### src/rtl/servo_pwm_meas.sv
`timescale 1ns/1ps
`default_nettype none
// ============================================================================
//  Module   : servo_pwm_meas
//  Purpose  : Measures servo PWM high time and rise-to-rise period in whole
//             microseconds. Flags loss of signal and over-long pulses.
//  Options  : SERVO_MEAS_FILTER_EN - glitch filter of 3 identical samples
//             placed after the synchroniser. It adds 2 cycles to both edges.
//  Revision : 1.0 - initial release
// ============================================================================
module servo_pwm_meas #(
  parameter int CLK_PER_US  = 50,
  parameter int TIMEOUT_US  = 25000,
  parameter int MAX_HIGH_US = 3000
) (
  input  logic        clk_50M,
  input  logic        reset,
  input  logic        pwm_in,
  output logic [14:0] width_us,
  output logic [14:0] period_us,
  output logic        meas_valid,
  output logic        overrange,
  output logic        signal_lost
);

  localparam logic [5:0]  C_PRE_LAST = 6'(CLK_PER_US - 1);
  localparam logic [14:0] C_SAT      = 15'h7FFF;
  localparam logic [14:0] C_TIMEOUT  = 15'(TIMEOUT_US);
  localparam logic [14:0] C_MAX_HIGH = 15'(MAX_HIGH_US);

  typedef enum logic [1:0] {
    S_SYNC      = 2'd0,
    S_WAIT_RISE = 2'd1,
    S_HIGH      = 2'd2,
    S_LOW       = 2'd3
  } state_t;

  state_t      r_state, w_state_next;
  logic [1:0]  r_sync;
  logic        r_lvl_d;
  logic        w_lvl, w_rise, w_fall;
  logic [5:0]  r_presc;
  logic [14:0] r_hi_cnt, r_per_cnt, r_width_cap;
  logic [14:0] r_width, r_period;
  logic        r_meas, r_over, r_lost;
  logic [14:0] w_hi_inc, w_per_inc;
  logic        w_tick, w_timeout;
  logic        w_clear, w_cap, w_meas, w_lost;

  // Synchroniser and previous-level register. These reset to 1 so that a line
  // held high through reset cannot produce a false rise.
  always_ff @(posedge clk_50M or negedge reset) begin
    if (!reset) begin
      r_sync  <= 2'b11;
      r_lvl_d <= 1'b1;
    end else begin
      r_sync  <= {r_sync[0], pwm_in};
      r_lvl_d <= w_lvl;
    end
  end

`ifdef SERVO_MEAS_FILTER_EN
  logic [1:0] r_hist;

  // Sample history for the glitch filter. r_lvl_d holds the filtered level.
  always_ff @(posedge clk_50M or negedge reset) begin
    if (!reset) r_hist <= 2'b11;
    else        r_hist <= {r_hist[0], r_sync[1]};
  end

  assign w_lvl = (r_sync[1] == r_hist[0] && r_hist[0] == r_hist[1]) ? r_sync[1] : r_lvl_d;
`else
  assign w_lvl = r_sync[1];
`endif

  assign w_rise    = w_lvl & ~r_lvl_d;
  assign w_fall    = ~w_lvl & r_lvl_d;
  assign w_tick    = (r_presc == C_PRE_LAST);
  assign w_hi_inc  = (r_hi_cnt == C_SAT) ? r_hi_cnt : r_hi_cnt + 15'd1;
  assign w_per_inc = (r_per_cnt == C_SAT) ? r_per_cnt : r_per_cnt + 15'd1;
  // The timeout fires on the tick that brings per_cnt to TIMEOUT_US.
  assign w_timeout = w_tick && (w_per_inc == C_TIMEOUT);

  // FSM state register
  always_ff @(posedge clk_50M or negedge reset) begin
    if (!reset) r_state <= S_SYNC;
    else        r_state <= w_state_next;
  end

  // Next state and control strobes. A timeout overrides any edge in the same cycle.
  always_comb begin
    w_state_next = r_state;
    w_clear      = 1'b0;
    w_cap        = 1'b0;
    w_meas       = 1'b0;
    w_lost       = 1'b0;
    if (w_timeout) begin
      w_state_next = S_SYNC;
      w_clear      = 1'b1;
      w_lost       = 1'b1;
    end else begin
      case (r_state)
        S_SYNC:      if (!w_lvl) w_state_next = S_WAIT_RISE;
        S_WAIT_RISE: if (w_rise) begin
                       w_state_next = S_HIGH;
                       w_clear      = 1'b1;
                     end
        S_HIGH:      if (w_fall) begin
                       w_state_next = S_LOW;
                       w_cap        = 1'b1;
                     end
        S_LOW:       if (w_rise) begin
                       w_state_next = S_HIGH;
                       w_clear      = 1'b1;
                       w_meas       = 1'b1;
                     end
        default:     w_state_next = S_SYNC;
      endcase
    end
  end

  // Prescaler, saturating counters, width capture and output registers.
  // Captures take count+1, so whole-microsecond pulses read exactly and
  // fractional pulses round up.
  always_ff @(posedge clk_50M or negedge reset) begin
    if (!reset) begin
      r_presc     <= 6'd0;
      r_hi_cnt    <= 15'd0;
      r_per_cnt   <= 15'd0;
      r_width_cap <= 15'd0;
      r_width     <= 15'd0;
      r_period    <= 15'd0;
      r_meas      <= 1'b0;
      r_over      <= 1'b0;
      r_lost      <= 1'b0;
    end else begin
      r_meas <= w_meas;
      if (w_clear) begin
        r_presc   <= 6'd0;
        r_hi_cnt  <= 15'd0;
        r_per_cnt <= 15'd0;
      end else begin
        r_presc <= w_tick ? 6'd0 : r_presc + 6'd1;
        if (w_tick) begin
          r_hi_cnt  <= w_hi_inc;
          r_per_cnt <= w_per_inc;
        end
      end
      if (w_cap) r_width_cap <= w_hi_inc;
      if (w_meas) begin
        r_period <= w_per_inc;
        r_width  <= (r_width_cap > C_MAX_HIGH) ? C_MAX_HIGH : r_width_cap;
        r_over   <= (r_width_cap > C_MAX_HIGH);
        r_lost   <= 1'b0;
      end
      if (w_lost) r_lost <= 1'b1;
    end
  end

  assign width_us    = r_width;
  assign period_us   = r_period;
  assign meas_valid  = r_meas;
  assign overrange   = r_over;
  assign signal_lost = r_lost;

endmodule
`default_nettype wire

### config.mk
export PLATFORM = sky130hd
export DESIGN_NAME = servo_pwm_meas
export DESIGN_NICKNAME = d
export VERILOG_FILES = /design/src/rtl/servo_pwm_meas.sv
export SDC_FILE = /design/constraint.sdc
export NUM_CORES = 1
export LEC_CHECK = 0
export CAP_MARGIN = 20
export CORE_MARGIN = 8
export CORE_UTILIZATION = 40
export DETAILED_ROUTE_END_ITERATION = 6
export GPL_TIMING_DRIVEN = 0
export PLACE_DENSITY = 0.69
export SLEW_MARGIN = 20
export SYNTH_ARGS = -nofsm -noshare
export SYNTH_HDL_FRONTEND = slang
export SYNTH_SLANG_ARGS = --single-unit
### constraint.sdc
create_clock -name clk_50M -period 3.6 [get_ports clk_50M]
set_input_delay 1.08 -clock clk_50M [delete_from_list [all_inputs] [get_ports clk_50M]]
set_output_delay 1.08 -clock clk_50M [all_outputs]
set_load 0.005 [all_outputs]
Yosys cells after proc, flatten, opt, wreduce, memory -nomap -nowiden
Index checks and enable logic that the tools add are counted.

word-level totals
  flip-flop bits (word level) = 89
  bits in latches = 0
  memory bits (writable) = 0
  bits in read-only memories = 0
  bits of input ports = 3
  output and inout bits = 33
  memories kept = 0

operators by class
  $add $sub $neg = 3
  $mul = 0
  div/mod/pow operators = 0
  magnitude comparators = 1
  equality and inequality tests = 10
  shift operators = 0
  mux-type cells = 25
  bitwise operators = 4
  reduce and logical (&&, ||, !) cells = 6

operators by type and width
  operator                                                                           count
  15-bit 2-to-1 mux                                                                  7
  15-bit == test, second input constant                                              3
  15-bit by 1-bit adder with 15-bit output, second input constant                    2
  15-bit by 12-bit greater-than comparator with 1-bit output, second input constant  1
  6-bit 2-to-1 mux                                                                   2
  1-bit 2-to-1 mux                                                                   11
  2-bit 2-to-1 mux                                                                   4
  6-bit by 1-bit adder with 6-bit output, second input constant                      1
  6-bit == test, second input constant                                               1
  3-bit != test, second input constant                                               2
  2-bit one-hot mux with 3 select lines                                              1
  2-bit == test, second input constant                                               2
  2-bit nonzero test                                                                 2
  3-bit by 1-bit != test with 1-bit output, second input constant                    1
  3-bit AND reduction                                                                1
  1-bit bitwise AND                                                                  2
  2-bit by 1-bit == test with 1-bit output, second input constant                    1
  2-bit logical NOT                                                                  1
  1-bit inverter                                                                     2
  2-bit OR reduction                                                                 1
  1-bit logical AND                                                                  1

Logic depth before layout (Yosys ltp)
Gate-level depths: netlist of run 1.

  depth in word-level cells = 7
  mapped depth = 11

Worst setup path after synthesis of run 1
OpenSTA, ideal clock, no wires.

  path kind = reg2reg
  from = reg r_per_cnt[0]
  to = reg r_width_cap[10]
  arrival = 2.559 ns
  setup slack = 0.916 ns
  cell stages (with the launch flop) = 10
  buffers on the path = 1
  period minus slack after synthesis = 2.684 ns
  cell sequence = dfrtp_1 ha_1 nand4_1 nor4_4 mux2i_1 and4_1 nand3_2 o21ai_4 buf_8 mux2_4

on the way
  word-level cells in the longest chain between the ends = 5
  elaborated cells on any way between the ends = 6
  classes of those cells = add/sub (1); eq/ne (2); mux (2); reduce/logical (1)

ends and longest elaborated chain
  item                                                                        line  text
  start: declaration                                                          43    logic [14:0] r_hi_cnt, r_per_cnt, r_width_cap;
  start signal: assignment                                                    146   r_per_cnt <= w_per_inc;
  15-bit by 1-bit adder with 15-bit output or 15-bit == test (tied branches)  80    assign w_per_inc = (r_per_cnt == C_SAT) ? r_per_cnt : r_per_cnt + 15'd1;
  15-bit 2-to-1 mux *                                                         80
  15-bit == test *                                                            82    assign w_timeout = w_tick && (w_per_inc == C_TIMEOUT);
  1-bit logical AND *                                                         82
  1-bit 2-to-1 mux *                                                          97    if (w_timeout) begin
  end signal: assignment                                                      149   if (w_cap) r_width_cap <= w_hi_inc;
  end: declaration                                                            43

Mark *: on every way between the ends. The rest lies on a longest branch, timed or not.
A chain may end at the register's enable or synchronous reset.

Worst setup path in the final report of run 1
  from = reg r_per_cnt[0]
  to = reg r_width_cap[12]

The elaborated chain is that of the path after synthesis.

==> results.yml, run 1 <==
run_status:
  status: "finished, final reports clean"
setup_path:
  critPathArrivalTime_ns: 3.47
  cp_slowest_cell: "dfrtp_1"
  crit_family: "simple AND/OR/NAND/NOR gates"
  critical_path_class: "reg -> reg"
  crit_path_cell_trace: "ha_1 > nand4_1 > nor4_4 > mux2i_1 > and4_1 > nand3_2 > o21ai_4 > buf_8 > mux2_4"
  required_ns: 3.84
  path_buf_inv: 1
  cpPeakStageDelay_ns: 0.49
  setup.worst_path.end_class: "register"
  crit_fanout: 10
  cp-start-kind: "register"
routing:
  routed_wl_um: 9564
  via_per_inst: 5.317
  drcViolationCount: 0
  drt.antenna.violating_nets: 0
  vias: 3291
  drt-initial-drc-count: 222
  wl_per_cell_um: 15.45
  drtPass1Iterations: 4
clock_network:
  htreeDepth: 3
  root_buffer: "clkbuf_8"
  numCtsBuffers: 9
  postCtsHoldBufs: 0
  postCtsSetupBuffers: 0
  insertion_delay_ns: 0.36
  tritoncts: "yes"
  cts.clk_slew.worst_paths_ns: 0.09
  cts_resized: 0
  clock_path_buffers: 2
  cts_sinks: 89
global_route:
  grt_pass1_vias: 3148
  antenna_found_initial: 0
  grt_max_degree: 52
  grt_util_all_layers_pct: 13.58
  grt_pass1_wl_um: 16060
  grt_overflow: 0
logic_synthesis:
  synth_top_area_cell: "dfrtp_1"
  yosys_register_bits: 89
  syn_nets: 434
  syn_inst: 427
  synth_seq_area_share_pct: 50.13
  ys_warn_count: 0
  synth_edf_count: 0
  synth_ff_type: "dfrtp_1"
  syn-mean-instance-area_um2: 10.42
  ys_async_sr_fraction_pct: 100.0
  synth_cell_types: 61
  synth_area_um2: 4451
  synth_area_leaders: "dfrtp_1 48%, nor2_1 5.1%, xnor2_1 3.9%"
  yosys.area.top_type_share_pct: 48.36
final_layout:
  mostFrequentLayoutCells: "86 x dfrtp_1, 61 x nor2_1, 39 x nand2_1, 34 x clkdlybuf4s50_1, 23 x a21oi_1"
  final_area_um2: 5249
  syn_to_final_growth_pct: 17.94
  num-fill-cells: 1029
  antenna_cells: 0
  finalNetCount: 481
  post-route-util_pct: 48.42
  layout_commonest_cell: "dfrtp_1"
  instances_no_fill: 619
  multi_input_area_um2: 2077
  drive_gt1_share_pct: 13.57
  seqCellArea_um2: 2231
floorplanning:
  die_area_um2: 14760
  die_h_um: 121.5
  dieWidth_um: 121.5
  io_pins: 36
  initial_core_util_pct: 41.05
  row_count: 38
  core_area_um2: 10840
place:
  post-place-cells: 603
  post-place-ws_ns: 0.4023
  dp_hpwl_um: 7146
  postPlaceCellArea_um2: 5001
  io_buffer_count: 35
  place_congestion: 0.8946
run:
  cap_violations: 0
hold_path:
  hold_path.class: "reg -> reg"
timing:
  tightest_slew_ns: 0.5360
  maxSlewViolCount: 0
  rsz0062_at_grt: "false"
  setup_tns_ns: 0
  skew_ns: 0.01403
  setup_viol: 0
  max_freq_mhz: 310.4
  maxSlewHeadroom_pct: 63.24
  worst_slack_ns: 0.3780
  hold_slack_ns: 0.3589
  fin_crit_sh_pct: 89.50
  fin_crit_ns: 3.222
  hold_viol_final: 0
power_and_ir_drop:
  powerDensity_nw_per_um2: 424.3
  power.total_mw: 2.227
  power_leakage_nw: 2.354
  peakVddDrop_v: 0.0002438
==> logic make-up (layout without fill, tap and decap cells) <==
| kind of cell | count (synthesis) | count (layout) | synth area share (%) |
|---|---|---|---|
| fa+ha+maj | 4 | 4 | 1.125 |
| mux | 23 | 23 | 6.382 |
| xor+xnor | 40 | 40 | 7.872 |
| buf+inv | 27 | 79 | 3.205 |
| flops | 89 | 89 | 50.13 |
| simple gates | 172 | 172 | 20.05 |
| compound gates | 72 | 72 | 11.25 |
==> sequential cells by signal (all words and copies together) (netlist names) <==
name,flops
r_sync,2
meas_valid,1
signal_lost,1
r_hi_cnt,15
r_width_cap,15
overrange,1
width_us,15
r_state,2
r_lvl_d,1
r_per_cnt,15
r_presc,6
period_us,15
==> report_power, final <==
part | total [mW] | internal [mW] | switching, mW
registers | 1.13 | 1.07 | 0.0560
clock network | 0.825 | 0.468 | 0.357
logic | 0.271 | 0.152 | 0.120
==> Yosys cell counts, types with 9 or more instances <==
cell	n
dfrtp_1	86
nor2_1	61
nand2_1	39
a21oi_1	23
xnor2_1	20
xor2_1	20
nand3_1	16
and3_1	11
buf_2	9
mux2_4	9
nand4_1	9
==> area by class of cell <==
cell class              count  area share, %
clock buffers               9          2.360
well taps                 140          3.337
inverters                   6         0.4291
flip-flops and latches     89          42.50
plain buffers              21          2.288
repair buffers             36          7.151
clock inverters             7          2.360
multi-input cells         311          39.57
==> worst register-to-register path, delay by kind of cell (launching register included) <==
kind / cells / cell delay [ns]
compound gates: 1 / 0.27
simple gates: 4 / 1.19
flops: 1 / 0.49
fa+ha+maj: 1 / 0.33
buf+inv: 1 / 0.21
mux: 2 / 0.61
==> layer usage <==
metal,share of wire [%],GRT usage (%),up-vias
li1,-,-,1598
met5,0,0,-
met4,1.7,6.245,0
met1,49,18.89,1597
met3,5.1,2.094,11
met2,44,20.30,85
==> path summary, 6_finish.rpt <==
kind	from	to	slack, ns	cells past startpoint
max	r_per_cnt[0]	r_width_cap[12]	0.38	9
min	r_sync[0]	r_sync[1]	0.36	0
max reg2reg	r_per_cnt[0]	r_width_cap[12]	0.38	9
min reg2reg	r_sync[0]	r_sync[1]	0.36	0
max in group asynchronous	reset	r_lvl_d	2.24	2
min in group asynchronous	reset	r_per_cnt[4]	0.69	1
(Power assumes the default switching activity.)
==> run 2: changes to the inputs <==
--- a/config.mk
+++ b/config.mk
@@ -9,7 +9,7 @@
 export CORE_MARGIN = 8
 export CORE_UTILIZATION = 40
 export DETAILED_ROUTE_END_ITERATION = 6
-export GPL_TIMING_DRIVEN = 0
+export GPL_TIMING_DRIVEN = 1
 export PLACE_DENSITY = 0.69
 export SLEW_MARGIN = 20
 export SYNTH_ARGS = -nofsm -noshare
==> results.yml, run 2 (synthesized netlist as in run 1, its figures left out) <==
power_and_ir_drop:
  p_int_mw: 1.557
  p_switching_mw: 0.5615
  p_seq_share_pct: 53.5
  peakVddDrop_v: 0.0002114
  p_comb_share_pct: 12.3
  clkPwrFrac_pct: 34.2
  power_leakage_nw: 2.264
  powerDensity_nw_per_um2: 414.3
  p_sw_share_pct: 26.51
routing:
  routed_wl_um: 9673
  vias: 3212
  drtPass1Iterations: 4
  wl_per_cell_um: 16.07
  drt-initial-drc-count: 181
  drcViolationCount: 0
  drt.antenna.violating_nets: 0
  via_per_inst: 5.336
place:
  io_buffer_count: 35
  place_congestion: 0.8837
  dp_hpwl_um: 7002
  post-place-ws_ns: 0.4298
  post-place-cells: 586
clock_network:
  cts.clk_slew.worst_paths_ns: 0.09
  postCtsHoldBufs: 0
  clock_path_buffers: 2
  cts_resized: 0
  tritoncts: "yes"
  root_buffer: "clkbuf_8"
  cts_sinks: 89
  postCtsSetupBuffers: 0
  htreeDepth: 3
  insertion_delay_ns: 0.38
  numCtsBuffers: 9
setup_path:
  cp_slowest_cell: "o21ai_4"
  setup.worst_path.end_class: "register"
  required_ns: 3.86
  crit_path_cell_trace: "ha_1 > nand4_1 > nor4_4 > mux2i_1 > and4_1 > nand3_2 > o21ai_4 > mux2_2"
  cp-start-kind: "register"
  crit_fanout: 15
  cpPeakStageDelay_ns: 0.51
  critical_path_class: "reg -> reg"
  critPathArrivalTime_ns: 3.45
  reg2reg_slack_ns: 0.41
global_route:
  grt_max_degree: 60
  grt_util_all_layers_pct: 13.84
  grt_overflow: 0
  grt_pass1_vias: 3181
  antenna_found_initial: 0
  grt_pass1_wl_um: 16480
timing:
  maxSlewHeadroom_pct: 50.38
  rsz0062_at_grt: "false"
  worst_slack_ns: 0.4070
  maxSlewViolCount: 0
  max_freq_mhz: 313.2
  skew_ns: 0.009968
  setup_viol: 0
  tightest_slew_ns: 0.7444
  setup_tns_ns: 0
  fin_crit_sh_pct: 88.69
  hold_viol_final: 0
  fin_crit_ns: 3.193
run:
  cap_violations: 0
final_layout:
  drive_gt1_share_pct: 11.90
  layout_commonest_cell: "dfrtp_1"
  syn_to_final_growth_pct: 14.87
  mostFrequentLayoutCells: "86 x dfrtp_1, 61 x nor2_1, 39 x nand2_1, 34 x clkdlybuf4s50_1, 23 x a21oi_1"
  instances_no_fill: 602
  multi_input_area_um2: 2077
  seqCellArea_um2: 2231
  finalNetCount: 464
  antenna_cells: 0
  num-fill-cells: 1009
floorplanning:
  initial_core_util_pct: 41.05
  row_count: 38
  dieWidth_um: 121.5
  die_h_um: 121.5
  core_area_um2: 10840
  die_area_um2: 14760
  io_pins: 36
hold_path:
  hold_path.class: "reg -> reg"
run_status:
  status: "finished, final reports clean"
run 2: changes by cell type in the layout (fill, tap and decap cells not counted):
cell,before,now
buf_16,1,0
inv_8,0,2
inv_6,3,2
buf_12,0,1
bufinv_16,3,1
clkinvlp_4,1,2
buf_6,1,0
buf_2,9,0
buf_4,4,5
clkbuf_1,7,0
buf_8,1,0
run 2: worst max-delay path, delay by kind of cell, from the launching register on:
kind	cells	cell delay [ns]
and+or+nand+nor	4	1.09
AOI/OAI and AO/OA	1	0.51
muxes	2	0.70
DFF	1	0.47
adders and majority gates	1	0.30
run 2: power groups by stage:
stage	clock [mW]	sequential, mW	combinational [mW]
2_1_floorplan	0	1.14	0.123
3_3_place_gp	0	1.15	0.262
3_5_place_dp	0	1.15	0.268
4_1_cts	0.741	1.13	0.269
5_1_grt	0.781	1.14	0.293
6_report	0.724	1.13	0.261
run 2: final cells by class:
class,count,area share (%)
clock buffer,9,2.423
clock inverter,7,1.664
inverter,6,0.4405
multi-input combinational,311,40.63
sequential,89,43.64
tap,140,3.426
timing repair buffer,40,7.783
run 2: metrics by stage:
step | total power, mW | instance area (um2) | utilization (%) | hold WS (ns)
5_1_grt | 2.217 | 5112 | 47.16 | 0.3741
6_report | 2.118 | 5112 | 47.16 | 0.3645
3_3_place_gp | 1.410 | 4903 | 45.23 | 0.3466
2_1_floorplan | 1.268 | 4451 | - | 0.3452
3_5_place_dp | 1.420 | 4903 | 45.23 | 0.3512
4_1_cts | 2.143 | 5112 | 47.16 | 0.3652
run 2: worst paths after layout:
path / start / endpoint / cells past startpoint
min: r_sync[0] / r_sync[1] / 0
max: r_per_cnt[0] / r_width_cap[2] / 8
min reg2reg: r_sync[0] / r_sync[1] / 0
max in group asynchronous: reset / r_lvl_d / 2
max reg2reg: r_per_cnt[0] / r_width_cap[2] / 8
min in group asynchronous: reset / r_per_cnt[12] / 1
run 2: layer usage:
layer | wire [um] | up-vias | GRT usage, % | part of all wire (%)
met5 | 0 | - | 0 | 0
met4 | 132 | 0 | 6.785 | 1.4
met3 | 497 | 8 | 2.001 | 5.1
met2 | 4364 | 81 | 20.65 | 45
met1 | 4679 | 1559 | 19.22 | 48
li1 | - | 1564 | - | -
